### config.mk
export PLATFORM = sky130hd
export DESIGN_NAME = mem_port_arbiter
export DESIGN_NICKNAME = d
export VERILOG_FILES = /design/src/rtl/mem_port_arbiter.sv
export SDC_FILE = /design/constraint.sdc
export NUM_CORES = 1
export LEC_CHECK = 0
export BUFFER_PORTS_ARGS = -buffer_cell sky130_fd_sc_hd__buf_2
export CORE_ASPECT_RATIO = 1.5
export CORE_MARGIN = 2
export CORE_UTILIZATION = 35
export DETAILED_ROUTE_END_ITERATION = 8
export GPL_TIMING_DRIVEN = 0
export PLACE_DENSITY = 0.66
export SETUP_SLACK_MARGIN = 0.15
export SYNTH_ARGS = -nofsm -noshare
export SYNTH_HDL_FRONTEND = slang
export SYNTH_SLANG_ARGS = --single-unit
### constraint.sdc
create_clock -name clk -period 1.5 [get_ports clk]
set_input_delay 0.375 -clock clk [delete_from_list [all_inputs] [get_ports clk]]
set_output_delay 0.375 -clock clk [all_outputs]
set_load 0.05 [all_outputs]
### src/rtl/mem_port_arbiter.sv
// Round-robin arbiter sharing one memory port between fetch and data.
// Captures one request, issues it over valid/ready, routes the response back.
module mem_port_arbiter #(
  parameter int AW = 32,
  parameter int DW = 32
) (
  input  logic          clk,
  input  logic          rst_n,
  input  logic          req0,
  input  logic          req1,
  input  logic [AW-1:0] addr0,
  input  logic [AW-1:0] addr1,
  input  logic          we1,
  input  logic [DW-1:0] wdata1,
  output logic          gnt0,
  output logic          gnt1,
  output logic          sel,
  output logic          mem_valid,
  input  logic          mem_ready,
  output logic [AW-1:0] mem_addr,
  output logic          mem_we,
  output logic [DW-1:0] mem_wdata,
  input  logic          mem_rvalid,
  input  logic [DW-1:0] mem_rdata,
  output logic          rsp0_valid,
  output logic          rsp1_valid,
  output logic [DW-1:0] rsp_data
);

  typedef enum logic [1:0] {
    IDLE,
    ISSUE,
    WAIT
  } state_e;

  state_e        state_q, state_d;
  logic          sel_q, sel_d;
  logic          last_q, last_d;
  logic          mem_valid_q, mem_valid_d;
  logic [AW-1:0] mem_addr_q, mem_addr_d;
  logic          mem_we_q, mem_we_d;
  logic [DW-1:0] mem_wdata_q, mem_wdata_d;
  logic          gnt0_q, gnt0_d;
  logic          gnt1_q, gnt1_d;
  logic          rsp0_q, rsp0_d;
  logic          rsp1_q, rsp1_d;
  logic [DW-1:0] rsp_data_q, rsp_data_d;
  logic          win;

  // Data wins alone, or on a tie when fetch was served last.
  assign win = req1 & (~req0 | ~last_q);

  always_comb begin
    state_d     = state_q;
    sel_d       = sel_q;
    last_d      = last_q;
    mem_valid_d = mem_valid_q;
    mem_addr_d  = mem_addr_q;
    mem_we_d    = mem_we_q;
    mem_wdata_d = mem_wdata_q;
    rsp_data_d  = rsp_data_q;
    gnt0_d      = 1'b0;
    gnt1_d      = 1'b0;
    rsp0_d      = 1'b0;
    rsp1_d      = 1'b0;
    unique case (state_q)
      IDLE: begin
        if (req0 | req1) begin
          state_d     = ISSUE;
          sel_d       = win;
          mem_valid_d = 1'b1;
          mem_addr_d  = win ? addr1 : addr0;
          mem_we_d    = win & we1;
          mem_wdata_d = win ? wdata1 : '0;
          gnt0_d      = ~win;
          gnt1_d      = win;
        end
      end
      ISSUE: begin
        if (mem_ready) begin
          state_d     = WAIT;
          mem_valid_d = 1'b0;
        end
      end
      WAIT: begin
        if (mem_rvalid) begin
          state_d    = IDLE;
          rsp_data_d = mem_rdata;
          rsp0_d     = ~sel_q;
          rsp1_d     = sel_q;
          last_d     = sel_q;
        end
      end
      default: state_d = IDLE;
    endcase
  end

  always_ff @(posedge clk or negedge rst_n) begin
    if (!rst_n) begin
      state_q     <= IDLE;
      sel_q       <= 1'b0;
      last_q      <= 1'b0;
      mem_valid_q <= 1'b0;
      mem_addr_q  <= '0;
      mem_we_q    <= 1'b0;
      mem_wdata_q <= '0;
      gnt0_q      <= 1'b0;
      gnt1_q      <= 1'b0;
      rsp0_q      <= 1'b0;
      rsp1_q      <= 1'b0;
      rsp_data_q  <= '0;
    end else begin
      state_q     <= state_d;
      sel_q       <= sel_d;
      last_q      <= last_d;
      mem_valid_q <= mem_valid_d;
      mem_addr_q  <= mem_addr_d;
      mem_we_q    <= mem_we_d;
      mem_wdata_q <= mem_wdata_d;
      gnt0_q      <= gnt0_d;
      gnt1_q      <= gnt1_d;
      rsp0_q      <= rsp0_d;
      rsp1_q      <= rsp1_d;
      rsp_data_q  <= rsp_data_d;
    end
  end

  assign gnt0       = gnt0_q;
  assign gnt1       = gnt1_q;
  assign sel        = sel_q;
  assign mem_valid  = mem_valid_q;
  assign mem_addr   = mem_addr_q;
  assign mem_we     = mem_we_q;
  assign mem_wdata  = mem_wdata_q;
  assign rsp0_valid = rsp0_q;
  assign rsp1_valid = rsp1_q;
  assign rsp_data   = rsp_data_q;

endmodule

==> flow_summary.json <==
{
  "outcome": "finished, final reports clean",
  "netlist_area_um2": 4130,
  "multi_input_area_um2": 1340,
  "ir_drop_v": 0.00134,
  "die_h_um": 137,
  "yosysTopAreaCell": "dfrtp_1",
  "whs_ps": 90.2,
  "cts.sinks": 106,
  "crit_required_ps": 1720,
  "p_leak_nw": 3.32,
  "cp_slowest_stage_delay_ps": 420,
  "maxSlewHeadroom_pct": 50.7,
  "cp_max_fo": 5,
  "drive_gt1_share_pct": 60.0,
  "first_iter_violations": 73,
  "cp-start-kind": "flop",
  "instances_no_fill": 702,
  "power-per-cell-area_nw_per_um2": 2800,
  "synth-seq-cells": 106,
  "antenna_found_initial": 0,
  "synth.area.top_cells": "dfrtp_1, mux2_2, a221o_1, a22o_1, a21boi_0",
  "ios": 238,
  "setup_violations": 0,
  "finalCritPeriodShare_pct": 97.1,
  "overflow": 0,
  "die-area_um2": 12700,
  "final_antenna_net_count": 0,
  "synth.distinct_cells": 22,
  "routed_wirelength_um": 11800,
  "cts_tree": "yes",
  "dp_cells": 670,
  "synth_top_area_share_pct": 64.2,
  "fillCellCount": 1016,
  "max-clock-path-buffers": 2,
  "syn_avg_cell_area_um2": 14.7,
  "placed_area_um2": 5540,
  "report.final.slew_viol_count": 0,
  "end_kind": "flop",
  "synth_cells": 282,
  "gp_congestion": 0.799,
  "worst_slack_ps": 43.4,
  "dr.pass1.iters": 4,
  "num_vias": 3508,
  "worst-path-buf-inv": 3,
  "max_freq_mhz": 687,
  "tightest_slew_ps": 739,
  "maxCapViolCount": 0,
  "detailedPlace.worstSlack_ps": -200,
  "cp_top_family": "flip-flops",
  "crit_arrival_ps": 1680,
  "grt_pass1_vias": 3596,
  "cp_cell_sequence": "nor2_4 > and3_4 > buf_8 > buf_6 > buf_16 > a221o_1",
  "fin_crit_ps": 1460,
  "reg2reg_slack_ps": 40,
  "most-common-layout-cells": "buf_2, dfrtp_1, buf_4",
  "start_util_pct": 35.8,
  "insertion_delay_ps": 340,
  "root_buffer": "clkbuf_16",
  "ys.warnings.count": 0,
  "area_delta_synth_final_pct": 57.1,
  "core_area_um2": 11500,
  "num_rows": 48,
  "timing.final.hold_violations": 0,
  "antenna_cells": 0,
  "post-route-util_pct": 56.3,
  "critical_path_class": "flop to flop",
  "grt_max_degree": 58,
  "cp_slowest_cell": "dfrtp_1",
  "fin_nets": 682,
  "grt_pass1_wl_um": 17500,
  "h-tree-depth": 3,
  "drcViolationCount": 0,
  "layout_commonest_cell": "buf_2",
  "rsz0062_at_grt": "true",
  "numPortBuffers": 237,
  "clk_pin_slew_ps": 70,
  "post-dp-hpwl_um": 8720,
  "hold_path_class": "input port to asynchronous set/reset pin",
  "holdBufCountCts": 0,
  "viasPerCell": 5.00,
  "detail_route.wl_per_cell_um": 16.8,
  "numCtsBuffers": 9,
  "finClkSkew_ps": 7.86,
  "fp.dieW_um": 92.7,
  "syn-num-nets": 417,
  "synth.yosys.seq_area_share_pct": 64.2,
  "grt_usage_pct": 17.5,
  "final_cell_area_um2": 6490,
  "seq_area_um2": 2650
}
-- flip-flops by register name, summed over array words and instances (netlist names) --
signal	count
gnt0	1
mem_addr	32
sel	1
gnt1	1
mem_valid	1
state_q	2
mem_wdata	32
mem_we	1
rsp1_valid	1
rsp0_valid	1
rsp_data	32
last_q	1
-- logic make-up after synthesis --
family,Yosys count,synth area share (%)
buffers and inverters,28,4.00
multiplexers,32,8.72
AO/OA/AOI/OAI,104,21.5
flip-flops,106,64.2
AND/OR/NAND/NOR,12,1.54
-- stage by stage --
stage | total power, W | setup TNS [ps]
finish | 0.0182 | 0
global route | 0.0190 | 0
CTS | 0.0176 | 0
detailed placement | 0.0144 | -13850
global placement | 0.0143 | -119830
floorplan | 0.0121 | 0
-- power by group --
group | total (W) | switching (W) | internal (W)
Clock | 0.00225 | 0.00106 | 0.00119
Sequential | 0.00502 | 0.000773 | 0.00425
Combinational | 0.0109 | 0.00693 | 0.00396
Total | 0.0182 | 0.00877 | 0.00941
-- path summary, 6_finish.rpt --
| path | depth (start not counted) | from | endpoint |
|---|---|---|---|
| worst min-delay path | 1 | rst_n | mem_wdata[16] |
| min in group clk | 2 | mem_ready | state_q[0] |
| worst min register to register | 1 | sel | rsp0_valid |
| worst max-delay path | 6 | state_q[1] | mem_addr[7] |
| worst max register to register | 6 | state_q[1] | mem_addr[7] |
| max in group asynchronous | 2 | rst_n | mem_addr[22] |
-- final cells by class --
type | count | area share, %
repair buffers | 254 | 26.3
well taps | 150 | 2.89
clock inverters | 6 | 0.771
plain buffers | 25 | 4.61
flip-flops and latches | 106 | 40.9
multi-input cells | 148 | 20.6
clock buffers | 10 | 3.68
inverters | 3 | 0.174
-- per-layer routing --
metal  up-vias  global-route usage (%)  routed length, µm
met3        29                    4.52                855
met4         0                    7.11                358
met2       182                    31.0               6230
li1       1618                       -                  -
met5         -                       0                  0
met1      1679                    20.1               4350
-- what timing repair did --
item                                    4_1_cts  5_1_grt
gates cloned                                  2        5
buffers inserted                              6        3
resized for setup                            76       80
pin swaps                                     7       15
endpoints found under the setup margin      140      151
-- Yosys cell counts --
| library cell | number |
|---|---|
| dfrtp_1 | 106 |
| a21oi_1 | 2 |
| buf_2 | 12 |
| a21boi_1 | 8 |
| or3_1 | 1 |
| nand3b_1 | 1 |
| nand2_1 | 3 |
| and3_1 | 2 |
| a21o_1 | 2 |
| buf_4 | 2 |
| clkbuf_1 | 6 |
| a221o_1 | 32 |
| mux2_2 | 32 |
| inv_1 | 3 |
| buf_6 | 5 |
| a21boi_0 | 24 |
| nor2_1 | 2 |
| o21ai_0 | 3 |
| or2_1 | 1 |
| nor2_2 | 1 |
| a22o_1 | 33 |
| nand2b_1 | 1 |
Power figures use the tool's default switching activity.
